<file path="src/rtl/d8_fetch.sv">
// ---------------------------------------------------------------------------
// d8_fetch : instruction fetch sequencer for the d8 core.
//
// Owns the PC and issues at most one read per cycle to the instruction
// memory (1-cycle read latency). Returned words go into a 2-entry FIFO of
// {pc, word}; the head of that FIFO is presented to decode with a
// valid/ready handshake. A branch redirect squashes the in-flight read and
// every buffered word except the one handed over in the redirect cycle.
//
// Optional feature macro: D8_FETCH_PERF_EN
//   When defined, adds perf_fetch[15:0], a wrapping count of completed
//   transfers (ins_valid & ins_ready).
//
// Ports
//   sys_clk    in   1   system clock, all state on posedge
//   sys_rst    in   1   synchronous reset, active-low
//   mem_en     out  1   read strobe to instruction memory (combinational)
//   mem_adr    out  8   read byte address (combinational)
//   mem_dout   in   32  read data, valid the cycle after mem_en=1
//   ins        out  32  instruction word to decode (registered)
//   ins_pc     out  8   address ins was fetched from (registered)
//   ins_valid  out  1   ins/ins_pc valid (registered)
//   ins_ready  in   1   decode accepts
//   br_en      in   1   redirect request, single-cycle pulse
//   br_adr     in   8   redirect target
//   halt       in   1   1 = issue no new fetches
//   perf_fetch out  16  transfer counter (only with D8_FETCH_PERF_EN)
// ---------------------------------------------------------------------------
module d8_fetch #(
    parameter logic [7:0] RESET_PC = 8'h00
) (
    input  logic        sys_clk,
    input  logic        sys_rst,
    output logic        mem_en,
    output logic [7:0]  mem_adr,
    input  logic [31:0] mem_dout,
    output logic [31:0] ins,
    output logic [7:0]  ins_pc,
    output logic        ins_valid,
    input  logic        ins_ready,
    input  logic        br_en,
    input  logic [7:0]  br_adr,
    input  logic        halt
`ifdef D8_FETCH_PERF_EN
    ,
    output logic [15:0] perf_fetch
`endif
);

    logic [7:0]  pc_r;
    logic        inflight_r;
    logic [7:0]  inflight_adr_r;
    logic [7:0]  head_pc_r;
    logic [31:0] head_word_r;
    logic [7:0]  tail_pc_r;
    logic [31:0] tail_word_r;
    logic [1:0]  cnt_r;
    logic        valid_r;

    logic        deq_s;
    logic        push_s;
    logic [2:0]  occ_s;
    logic        issue_ok_s;
    logic [1:0]  cnt_pop_s;
    logic [1:0]  cnt_n_s;
    logic [7:0]  head_pc_n_s;
    logic [31:0] head_word_n_s;
    logic [7:0]  tail_pc_n_s;
    logic [31:0] tail_word_n_s;

    assign deq_s = valid_r & ins_ready;

    // A returning read is written unless a redirect in this cycle squashes it.
    assign push_s = inflight_r & ~br_en;

    // Occupancy the FIFO would reach if nothing new is issued now.
    assign occ_s = {1'b0, cnt_r} + {2'b00, inflight_r} - {2'b00, deq_s};

    // A redirect flushes the FIFO and squashes the in-flight read, so it
    // always leaves room for the target fetch.
    assign issue_ok_s = br_en | (occ_s < 3'd2);

    // Read request: forced off during reset and while halted.
    always_comb begin
        mem_adr = pc_r;
        mem_en  = 1'b0;
        if (br_en) begin
            mem_adr = br_adr;
        end else begin
            mem_adr = pc_r;
        end
        if (sys_rst && !halt && issue_ok_s) begin
            mem_en = 1'b1;
        end else begin
            mem_en = 1'b0;
        end
    end

    // FIFO next-state: pop head on transfer, then append the returned word.
    always_comb begin
        head_pc_n_s   = head_pc_r;
        head_word_n_s = head_word_r;
        tail_pc_n_s   = tail_pc_r;
        tail_word_n_s = tail_word_r;
        cnt_pop_s     = cnt_r - {1'b0, deq_s};
        cnt_n_s       = cnt_r;
        if (deq_s) begin
            head_pc_n_s   = tail_pc_r;
            head_word_n_s = tail_word_r;
        end else begin
            head_pc_n_s   = head_pc_r;
            head_word_n_s = head_word_r;
        end
        if (push_s) begin
            if (cnt_pop_s == 2'd0) begin
                head_pc_n_s   = inflight_adr_r;
                head_word_n_s = mem_dout;
            end else begin
                tail_pc_n_s   = inflight_adr_r;
                tail_word_n_s = mem_dout;
            end
        end else begin
            tail_pc_n_s   = tail_pc_r;
            tail_word_n_s = tail_word_r;
        end
        if (br_en) begin
            cnt_n_s = 2'd0;
        end else begin
            cnt_n_s = cnt_pop_s + {1'b0, push_s};
        end
    end

    // PC, in-flight tracking and FIFO storage.
    always_ff @(posedge sys_clk) begin
        if (!sys_rst) begin
            pc_r           <= RESET_PC;
            inflight_r     <= 1'b0;
            inflight_adr_r <= 8'h00;
            head_pc_r      <= 8'h00;
            head_word_r    <= 32'h0000_0000;
            tail_pc_r      <= 8'h00;
            tail_word_r    <= 32'h0000_0000;
            cnt_r          <= 2'd0;
            valid_r        <= 1'b0;
        end else begin
            if (mem_en) begin
                pc_r <= mem_adr + 8'h04;
            end else if (br_en) begin
                // Redirect while halted: remember the target, fetch later.
                pc_r <= br_adr;
            end else begin
                pc_r <= pc_r;
            end
            inflight_r     <= mem_en;
            inflight_adr_r <= mem_adr;
            head_pc_r      <= head_pc_n_s;
            head_word_r    <= head_word_n_s;
            tail_pc_r      <= tail_pc_n_s;
            tail_word_r    <= tail_word_n_s;
            cnt_r          <= cnt_n_s;
            valid_r        <= (cnt_n_s != 2'd0);
        end
    end

    assign ins       = head_word_r;
    assign ins_pc    = head_pc_r;
    assign ins_valid = valid_r;

`ifdef D8_FETCH_PERF_EN
    logic [15:0] perf_r;

    // Transfer counter; squashed words never handshake so are never counted.
    always_ff @(posedge sys_clk) begin
        if (!sys_rst) begin
            perf_r <= 16'h0000;
        end else if (deq_s) begin
            perf_r <= perf_r + 16'h0001;
        end else begin
            perf_r <= perf_r;
        end
    end

    assign perf_fetch = perf_r;
`endif

endmodule

</file>
<file path="config.mk">
export PLATFORM = sky130hd
export DESIGN_NAME = d8_fetch
export DESIGN_NICKNAME = d
export VERILOG_FILES = /design/src/rtl/d8_fetch.sv
export SDC_FILE = /design/constraint.sdc
export NUM_CORES = 1
export LEC_CHECK = 0
export ABC_AREA = 1
export ABC_CLOCK_PERIOD_IN_PS = 4100
export BUFFER_PORTS_ARGS = -buffer_cell sky130_fd_sc_hd__buf_2
export CAP_MARGIN = 0
export CORE_ASPECT_RATIO = 0.7
export CORE_MARGIN = 1
export CORE_UTILIZATION = 45
export CTS_CLUSTER_SIZE = 10
export DETAILED_ROUTE_END_ITERATION = 12
export PLACE_DENSITY = 0.66
export SLEW_MARGIN = 20
export SYNTH_ARGS = -nofsm -noshare
export SYNTH_HDL_FRONTEND = slang
export SYNTH_SLANG_ARGS = --single-unit
</file>
<file path="constraint.sdc">
create_clock -name sys_clk -period 4.1 [get_ports sys_clk]
set_input_delay 0.41 -clock sys_clk [delete_from_list [all_inputs] [get_ports sys_clk]]
set_output_delay 0.41 -clock sys_clk [all_outputs]
set_load 0.005 [all_outputs]
</file>
Word-level counts from Yosys, hierarchy flattened
Index checks and enable logic that the tools add are counted.

Add/sub/neg operators: 5. Magnitude comparators: 1. Multiplexer cells: 10. Bitwise gates (word level): 5. Reduce and logical (&&, ||, !) cells: 6.

Operators by type and width (count): $mux 32 (3); $mux 8 (5); $add 8x3->8 const B (1); $add 2x1->3 (1); $lt 3x2->1 const B (1); $sub 3x1->3 (1); $add 2x1->2 (1); $and 1x1->1 (2); $logic_and 1x1->1 (2); $logic_not 2->1 (1); $mux 2 (1); $not 1->1 (2); $reduce_and 2->1 (1); $reduce_bool 2->1 (1); $sub 2x1->2 (1); $logic_not 1->1 (1); $mux 1 (1); $or 1x1->1 (1).

Bits in registers: 100. Input bits: 45. Output and inout bits: 50. Logic and storage cells: 36.

Logic depth before layout (Yosys ltp)
Gate-level depths: netlist of the first run.

Depth after elaboration: 7. Gate-level depth with buffers: 14. Depth with buffers taken out: 13.

Least setup slack after synthesis of the first run
OpenSTA, ideal clock, no wires.

Path kind: input port to output port. Start point: in ins_ready. End point: out mem_en. Arrival: 1.891 ns. Required time: 3.690 ns. Path slack: 1.799 ns. Stages: 7. Buffers on the path: 2. Cell sequence: buf_4 > nand2_8 > clkbuf_1 > nor2_1 > fa_1 > nand3_1 > a21oi_2.

Cells in the longest elaborated chain, start to end: 6.

Ends and longest elaborated chain: from (decl) (line 40) `input logic ins_ready,`; $and 1x1->1 (line 71) `assign deq_s = valid_r & ins_ready;`; $sub 3x1->3 (line 77) `assign occ_s = {1'b0, cnt_r} + {2'b00, inflight_r} - {2'b00, deq_s};`; $lt 3x2->1 (line 81) `assign issue_ok_s = br_en | (occ_s < 3'd2);`; $or 1x1->1 (line 81); $logic_and 1x1->1 (line 92) `if (sys_rst && !halt && issue_ok_s) begin`; $mux 1 (line 92); to (decl) (line 34) `output logic mem_en,`.

No other way between the ends.

Worst setup path after layout of the first run
Start point: reg valid_r (netlist: ins_valid). End point: out mem_en.

Cells in the longest elaborated chain, start to end: 6.

Ends and longest elaborated chain: from (decl) (line 58) `logic valid_r;`; from (signal assigned) (line 161) `valid_r <= (cnt_n_s != 2'd0);`; $and 1x1->1 (line 71); $sub 3x1->3 (line 77); $lt 3x2->1 (line 81); $or 1x1->1 (line 81); $logic_and 1x1->1 (line 92); $mux 1 (line 92).

No other way between the ends.

==> results of run 1 <==
==> flip-flops by register name, indices dropped and copies added, names as in the netlist <==
signal / cells
inflight_r: 1
inflight_adr_r: 6
pc_r: 8
cnt_r: 2
ins: 32
ins_pc: 8
tail_pc_r: 8
tail_word_r: 32
ins_valid: 1
==> routing by layer <==
metal  vias to the layer above  wire [um]  global-route usage, %
li1                       2058          -                      -
met1                      1779       4790                   27.7
met2                       117       4370                   34.0
met3                         6        597                   5.29
met4                         0         66                   5.36
met5                         -          0                      0
==> cells by family (layout without fill, tap and decap cells) <==
| logic type | after synthesis | count (layout) | share of synthesized area (%) |
|---|---|---|---|
| buffers and inverters | 70 | 140 | 7.98 |
| adders and majority gates | 4 | 4 | 1.35 |
| DFF | 98 | 98 | 46.2 |
| and+or+nand+nor | 389 | 389 | 37.8 |
| AOI/OAI and AO/OA | 51 | 51 | 6.09 |
| xor gates and xnor gates | 1 | 1 | 0.648 |
==> final timing paths <==
path / slack, ns / startpoint / cells past startpoint / end
worst max register to register: 1.25 / ins_valid / 10 / tail_word_r[17]
worst min-delay path: 0.31 / mem_dout[7] / 3 / ins[7]
worst max-delay path: 1.22 / ins_valid / 8 / mem_en
worst min register to register: 0.48 / tail_pc_r[0] / 2 / tail_pc_r[0]
==> synth_stat cells (all sizes together) <==
master / count / share of area (%)
ha: 3 / 0.88
nand2: 126 / 12
inv: 28 / 2.5
nor2: 176 / 16
nand3: 83 / 10
xor2: 1 / 0.65
o21ai: 46 / 5.4
clkbuf: 22 / 1.9
dfxtp: 98 / 46
or2: 1 / 0.15
fa: 1 / 0.47
buf: 20 / 3.6
a21oi: 5 / 0.68
nand4: 3 / 0.44
==> final cells by class <==
| class | instances | area [um2] | area share, % |
|---|---|---|---|
| Sequential cell | 98 | 1960 | 39.6 |
| Multi-Input combinational cell | 445 | 1950 | 39.4 |
| Timing Repair Buffer | 97 | 493 | 9.95 |
| Clock buffer | 13 | 250 | 5.05 |
| Tap cell | 124 | 155 | 3.13 |
| Inverter | 28 | 105 | 2.12 |
| Clock inverter | 2 | 37.5 | 0.758 |
==> metrics by stage <==
stage          hold slack, ns  instances  area, um2
2_1_floorplan           0.450        613       4250
3_3_place_gp            0.463        792       4670
3_5_place_dp            0.469        792       4670
4_1_cts                 0.304        807       4950
5_1_grt                 0.309        807       4950
6_report                0.313        807       4950
==> where the power goes <==
part	switching, W	internal (W)
clock	0.000332	0.000487
sequential	0.0000231	0.000998
combinational	0.000145	0.0000918
==> worst max-delay path, stage by stage (launching register included) <==
cell,delay [ns]
dfxtp_2,0.39
nand2_8,0.21
xor2_4,0.23
inv_1,0.10
nand2_1,0.07
fa_1,0.49
nand3_1,0.14
a21oi_2,0.33
buf_2,0.18
==> out/summary.txt, run 1 <==
global-route wire length before repair: 16800 um
Netlist Area Pre-Place: 4250 um2
WL/cell: 12.2 um
Setup Buffers After CTS: 0
IO Pins: 95
status: complete, no violations
Clock Latency Late Sink: 0.33 ns
# port buffers: 94
worst-case clock buffer depth: 2
vias in the first global route: 3599
unrepaired setup endpoints after global routing: no
worst setup margin: 1.22 ns
Tot Pwr: 0.00208 W
Nets: 728
Core ar.: 9110 um2
number of max-cap violations: 0
Via density: 4.91
fraction of layout cells with a size suffix above 1: 17.1%
post-DP HPWL: 6210 um
Post-CTS Hold Fix Bufs: 0
Critical Path Start Type: flop
# clock sinks: 98
remaining antenna violation count: 0
Synth Instances: 613
DIE AREA: 9840 um2
largest net degree at the start of global routing: 85
Starting Density: 46.7%
routed via count: 3960
Filler cells: 933
maximum VDD drop: 0.000244 V
post-synthesis sequential area ratio: 46.2%
drt pass-1 iters: 4
Setup crit end kind: output pin
drt total wl: 9820 um
Setup violations, final: 0
die width: 118 um
grt ovf: 0
post-cts resize count: 0
DRC Markers: 0
syn_area_per_cell: 6.93 um2
Setup Skew: 0.00436 ns
ANT cells: 0
commonest cells after routing, fill and taps aside: nor2_1 (176), nand2_1 (124), dfxtp_1 (97)
drt initial violations: 264
GPL Wtd Cong: 0.828
CP required: 3.69 ns
Worst slew margin: 43.5%
Reg clk slew, reported paths: 0.06 ns
worst-path maximum fanout: 42
H-Tree Depth: 3
worst hold path type: input port to flop
antenna violations before repair: 0
gr usage total: 20.9%
worst slew pin tran: 0.847 ns
CTS Root Cell: clkbuf_16
Layout area overhead: 16.5%
Seq cells post-synth: 98
Max Slew Vio Count: 0
static leakage: 2.41 nW
crit path time final: 2.88 ns
Mapped Nets: 662
Syn. warnings: 0
Hold Vio Cnt, Final: 0
cts bufs inserted: 9
Setup TNS: 0 ns
WS Path Type: flop to output pin
fin crit share: 70.4%
num rows: 29
Power Dens Cells: 419 nW/um2
Worst EP arrival: 2.47 ns
final standard cell utilization of the core: 54.4%
Yosys cell types: 21
CTS tree: yes
Peak Freq: 347 MHz
most common cell after layout, fill and taps aside: nor2_1
dpl ws: 1.02 ns
die height: 83.3 um
No activity file was read; power rests on OpenSTA's default activity.
==> run 2: changes to the inputs <==
- ABC_CLOCK_PERIOD_IN_PS: 4100 -> 2800
- clock period: 4.1 -> 2.8 ns (I/O delays scaled with it)
==> run 2 against run 1 <==
Net effect:
- utilization rose by 0.65 points
- flip-flop and latch count did not move
- combinational power rose by 49%
- via count rose by 0.73%
- clock skew rose by 0.0012 ns
==> out/summary.txt, run 2 (synthesis gave the netlist of run 1 again) <==
Power Dens Cells: 619 nW/um2
largest net degree at the start of global routing: 85
Seq pwr share: 48.2%
commonest cells after routing, fill and taps aside: nor2_1 (176), nand2_1 (124), dfxtp_1 (97)
drt pass-1 iters: 4
worst-case clock buffer depth: 2
unrepaired setup endpoints after global routing: no
# port buffers: 94
Setup violations, final: 0
most common cell after layout, fill and taps aside: nor2_1
post-cts resize count: 0
vias in the first global route: 3577
worst slew pin tran: 0.774 ns
area of the multi-input gates: 1950 um2
Setup Skew: 0.00558 ns
Via density: 4.91
maximum VDD drop: 0.000387 V
crit path time final: 2.54 ns
Nets: 732
Worst EP arrival: 2.26 ns
Layout area overhead: 17.9%
Setup TNS: 0 ns
Hold Slack: 0.168 ns
CTS tree: yes
Hold Vio Cnt, Final: 0
area taken by flip-flops and latches: 1960 um2
cells along the critical path: nand2_8 -> xor2_4 -> inv_1 -> nand2_1 -> fa_1 -> nand3_1 -> a21oi_2 -> buf_2
worst-path maximum fanout: 8
DRC Markers: 0
Combinational Power Share: 11.4%
die height: 83.3 um
post-route cell area: 5010 um2
Crit-path slowest cell: fa_1
Reg clk slew, reported paths: 0.07 ns
Filler cells: 897
Peak Freq: 394 MHz
GPL Wtd Cong: 0.857
H-Tree Depth: 3
CP top delay family: adder cells
Critical Path Start Type: flop
Max Slew Vio Count: 0
WP buf/inv: 2
DIE AREA: 9840 um2
Clk pwr share: 40.4%
Clock Latency Late Sink: 0.35 ns
grt ovf: 0
remaining antenna violation count: 0
worst stage delay on the critical path: 0.48 ns
CP required: 2.52 ns
Starting Density: 46.7%
status: complete, no violations
IO Pins: 95
num rows: 29
drt total wl: 10100 um
final standard cell utilization of the core: 55.0%
# clock sinks: 98
fraction of layout cells with a size suffix above 1: 18.2%
fin crit share: 90.6%
Worst slew margin: 48.4%
WL/cell: 12.4 um
Net Switching: 0.000784 W
cts bufs inserted: 9
Core ar.: 9110 um2
CTS Root Cell: clkbuf_16
global-route wire length before repair: 16900 um
Setup Buffers After CTS: 0
post-DP HPWL: 6250 um
ANT cells: 0
worst hold path type: input port to flop
internal power: 0.00232 W
antenna violations before repair: 0
die width: 118 um
WS Path Type: flop to output pin
gr usage total: 21.3%
static leakage: 2.44 nW
number of max-cap violations: 0
dpl cell area: 4710 um2
routed via count: 3989
Setup crit end kind: output pin
drt initial violations: 229
switching share of total power: 25.3%
Post-CTS Hold Fix Bufs: 0
run 2: cell types whose count changed in the layout (fill, tap and decap cells not counted):
cell      before  now
clkinv_2       0    2
buf_12         0    1
buf_4          3    6
clkinv_4       0    1
inv_6          0    1
clkbuf_1       3    0
run 2: per-stage QoR:
step / setup WS (ns) / power [W] / cells
after floorplan: 0.660 / 0.00175 / 613
after CTS: 0.262 / 0.00312 / 812
after global placement: 0.599 / 0.00187 / 796
final: 0.262 / 0.00310 / 812
after detailed placement: 0.581 / 0.00188 / 796
after global routing: 0.145 / 0.00324 / 812
run 2: layout make-up:
cell class	count	area share, %
Inverter	28	2.10
Sequential cell	98	39.2
Timing Repair Buffer	101	10.7
Tap cell	124	3.10
Clock buffer	10	4.77
Clock inverter	6	1.30
Multi-Input combinational cell	445	38.9
run 2: path summary, 6_finish.rpt:
check | startpoint | end | slack (ns) | cells after the start
max | ins_valid | mem_en | 0.26 | 8
min | mem_dout[9] | ins[9] | 0.17 | 3
max reg2reg | ins_valid | pc_r[4] | 0.70 | 10
min reg2reg | inflight_adr_r[7] | ins_pc[7] | 0.48 | 2
run 2: power by group through the flow:
stage               Sequential, W  Combinational, W  Clock, W
finish                    0.00150          0.000352   0.00125
global route              0.00150          0.000403   0.00134
CTS                       0.00150          0.000354   0.00127
detailed placement        0.00153          0.000351         0
global placement          0.00152          0.000345         0
floorplan                 0.00152          0.000226         0
run 2: metal layers:
metal / share of wire, % / GRT usage [%] / vias to the layer above
li1: - / - / 2068
met1: 48 / 28.4 / 1800
met2: 46 / 33.3 / 110
met3: 5.5 / 5.77 / 11
met4: 1.1 / 7.11 / 0
met5: 0 / 0 / -
run 2: tightest hold or removal path, delay by kind of cell:
family,cells,cell delay [ns]
buffers and inverters,1,0.09
and+or+nand+nor,2,0.12
==> run 3: changes to the inputs <==
- ABC_CLOCK_PERIOD_IN_PS: 2800 -> 2340
- SLEW_MARGIN: 20 -> unset
- clock period: 2.8 -> 2.34 ns (I/O delays scaled with it)
==> run 3 against run 2 <==
Net effect:
- die area stayed put
- worst hold slack worse by 0.030 ns
- register-to-register slack worse by 0.44 ns
- non-clock buffer count is 2 higher
- setup slack worse by 0.17 ns
- design area is 0.67% higher
- via count is 0.78% lower
- count of clock-buffer cells in the layout is 1 lower
- first-iteration DRC count is 36% higher
- critical path depth stayed put
- utilization is 0.37 points higher
- total power is 21% higher
- largest cell class unchanged
==> out/summary.txt, run 3 (synthesis gave the netlist of run 1 again) <==
drt pass-1 iters: 4
CTS Root Cell: clkbuf_16
Net Switching: 0.000903 W
Clk pwr share: 40.9%
worst-path maximum fanout: 3
DRC Markers: 0
Starting Density: 46.7%
Worst EP arrival: 2.01 ns
# port buffers: 94
CP required: 2.11 ns
area of the multi-input gates: 1960 um2
worst hold path type: input port to flop
Clock Latency Late Sink: 0.33 ns
Post-CTS Hold Fix Bufs: 0
Setup violations, final: 0
Tot Pwr: 0.00374 W
post-DP HPWL: 6230 um
gr usage total: 21.0%
Setup TNS: 0 ns
maximum VDD drop: 0.000409 V
fraction of layout cells with a size suffix above 1: 18.4%
Reg clk slew, reported paths: 0.07 ns
worst slew pin tran: 0.766 ns
Seq pwr share: 47.8%
# clock sinks: 98
Core ar.: 9110 um2
WL/cell: 12.2 um
Peak Freq: 445 MHz
drt total wl: 9950 um
Critical Path Start Type: flop
global-route wire length before repair: 16900 um
Filler cells: 898
Power Dens Cells: 742 nW/um2
Combinational Power Share: 11.4%
status: complete, no violations
Max Slew Vio Count: 0
grt ovf: 0
Nets: 734
crit path time final: 2.24 ns
unrepaired setup endpoints after global routing: no
drt initial violations: 311
vias in the first global route: 3569
DIE AREA: 9840 um2
most common cell after layout, fill and taps aside: nor2_1
worst setup margin: 0.0951 ns
cts bufs inserted: 9
largest net degree at the start of global routing: 85
fin crit share: 95.9%
GPL Wtd Cong: 0.805
WS Path Type: flop to output pin
static leakage: 2.46 nW
final standard cell utilization of the core: 55.4%
number of max-cap violations: 0
remaining antenna violation count: 0
commonest cells after routing, fill and taps aside: nor2_1 (176), nand2_1 (124), dfxtp_1 (97)
Layout area overhead: 18.7%
worst-case clock buffer depth: 2
routed via count: 3958
Worst slew margin: 48.9%
Setup crit end kind: output pin
Setup Skew: 0.00564 ns
dpl ws: 0.192 ns
Hold Vio Cnt, Final: 0
H-Tree Depth: 3
CTS tree: yes
internal power: 0.00284 W
final non-filler cell total: 813
area taken by flip-flops and latches: 1970 um2
antenna violations before repair: 0
placed insts: 797
Via density: 4.87
ANT cells: 0
IO Pins: 95
num rows: 29
switching share of total power: 24.1%
die height: 83.3 um
die width: 118 um
-- run 3: layer usage --
layer | vias up | global-route usage, % | wire length [um]
li1 | 2072 | - | -
met1 | 1771 | 28.7 | 4770
met2 | 108 | 33.5 | 4550
met3 | 7 | 4.88 | 570
met4 | 0 | 5.24 | 70
met5 | - | 0 | 0
-- run 3: final timing paths --
| path | from | to | slack (ns) | cells past startpoint |
|---|---|---|---|---|
| max reg2reg | ins_valid | tail_word_r[13] | 0.26 | 10 |
| min reg2reg | tail_word_r[26] | tail_word_r[26] | 0.48 | 2 |
| max | ins_valid | mem_en | 0.1 | 8 |
| min | mem_dout[30] | ins[30] | 0.14 | 3 |
-- run 3: layout make-up --
cell class | instances | share of cell area (%)
sequential | 98 | 39.0
multi-input combinational | 445 | 38.9
timing repair buffer | 103 | 10.9
clock buffer | 9 | 4.46
tap | 124 | 3.07
inverter | 28 | 2.08
clock inverter | 6 | 1.64
-- run 3: power groups by stage --
stage                     clock network [W]  registers, W  logic (W)
after detailed placement                  0       0.00183   0.000421
after CTS                           0.00157       0.00179   0.000429
after global routing                0.00164       0.00180   0.000487
after floorplan                           0       0.00182   0.000270
final                               0.00153       0.00179   0.000425
after global placement                    0       0.00182   0.000414
-- run 3: what timing repair did --
| action | in CTS | in global routing |
|---|---|---|
| setup endpoints to repair | 1 | 1 |
| buffers inserted | 1 | 0 |
| resized for setup | 2 | 1 |
| pin swaps | 1 | 1 |
-- run 3: metrics by stage --
step                      area, um2  hold slack [ns]
after floorplan                4250            0.369
final                          5050            0.138
after global placement         4720            0.460
after global routing           5050            0.141
after detailed placement       4720            0.471
after CTS                      5040            0.130
-- run 3: worst max-delay path: stages, from the launching register on --
cell     delay, ns
dfxtp_4       0.38
nand2_8       0.06
xor2_4        0.16
inv_1         0.08
nand2_1       0.06
fa_1          0.50
nand3_2       0.12
a21oi_4       0.17
buf_2         0.13
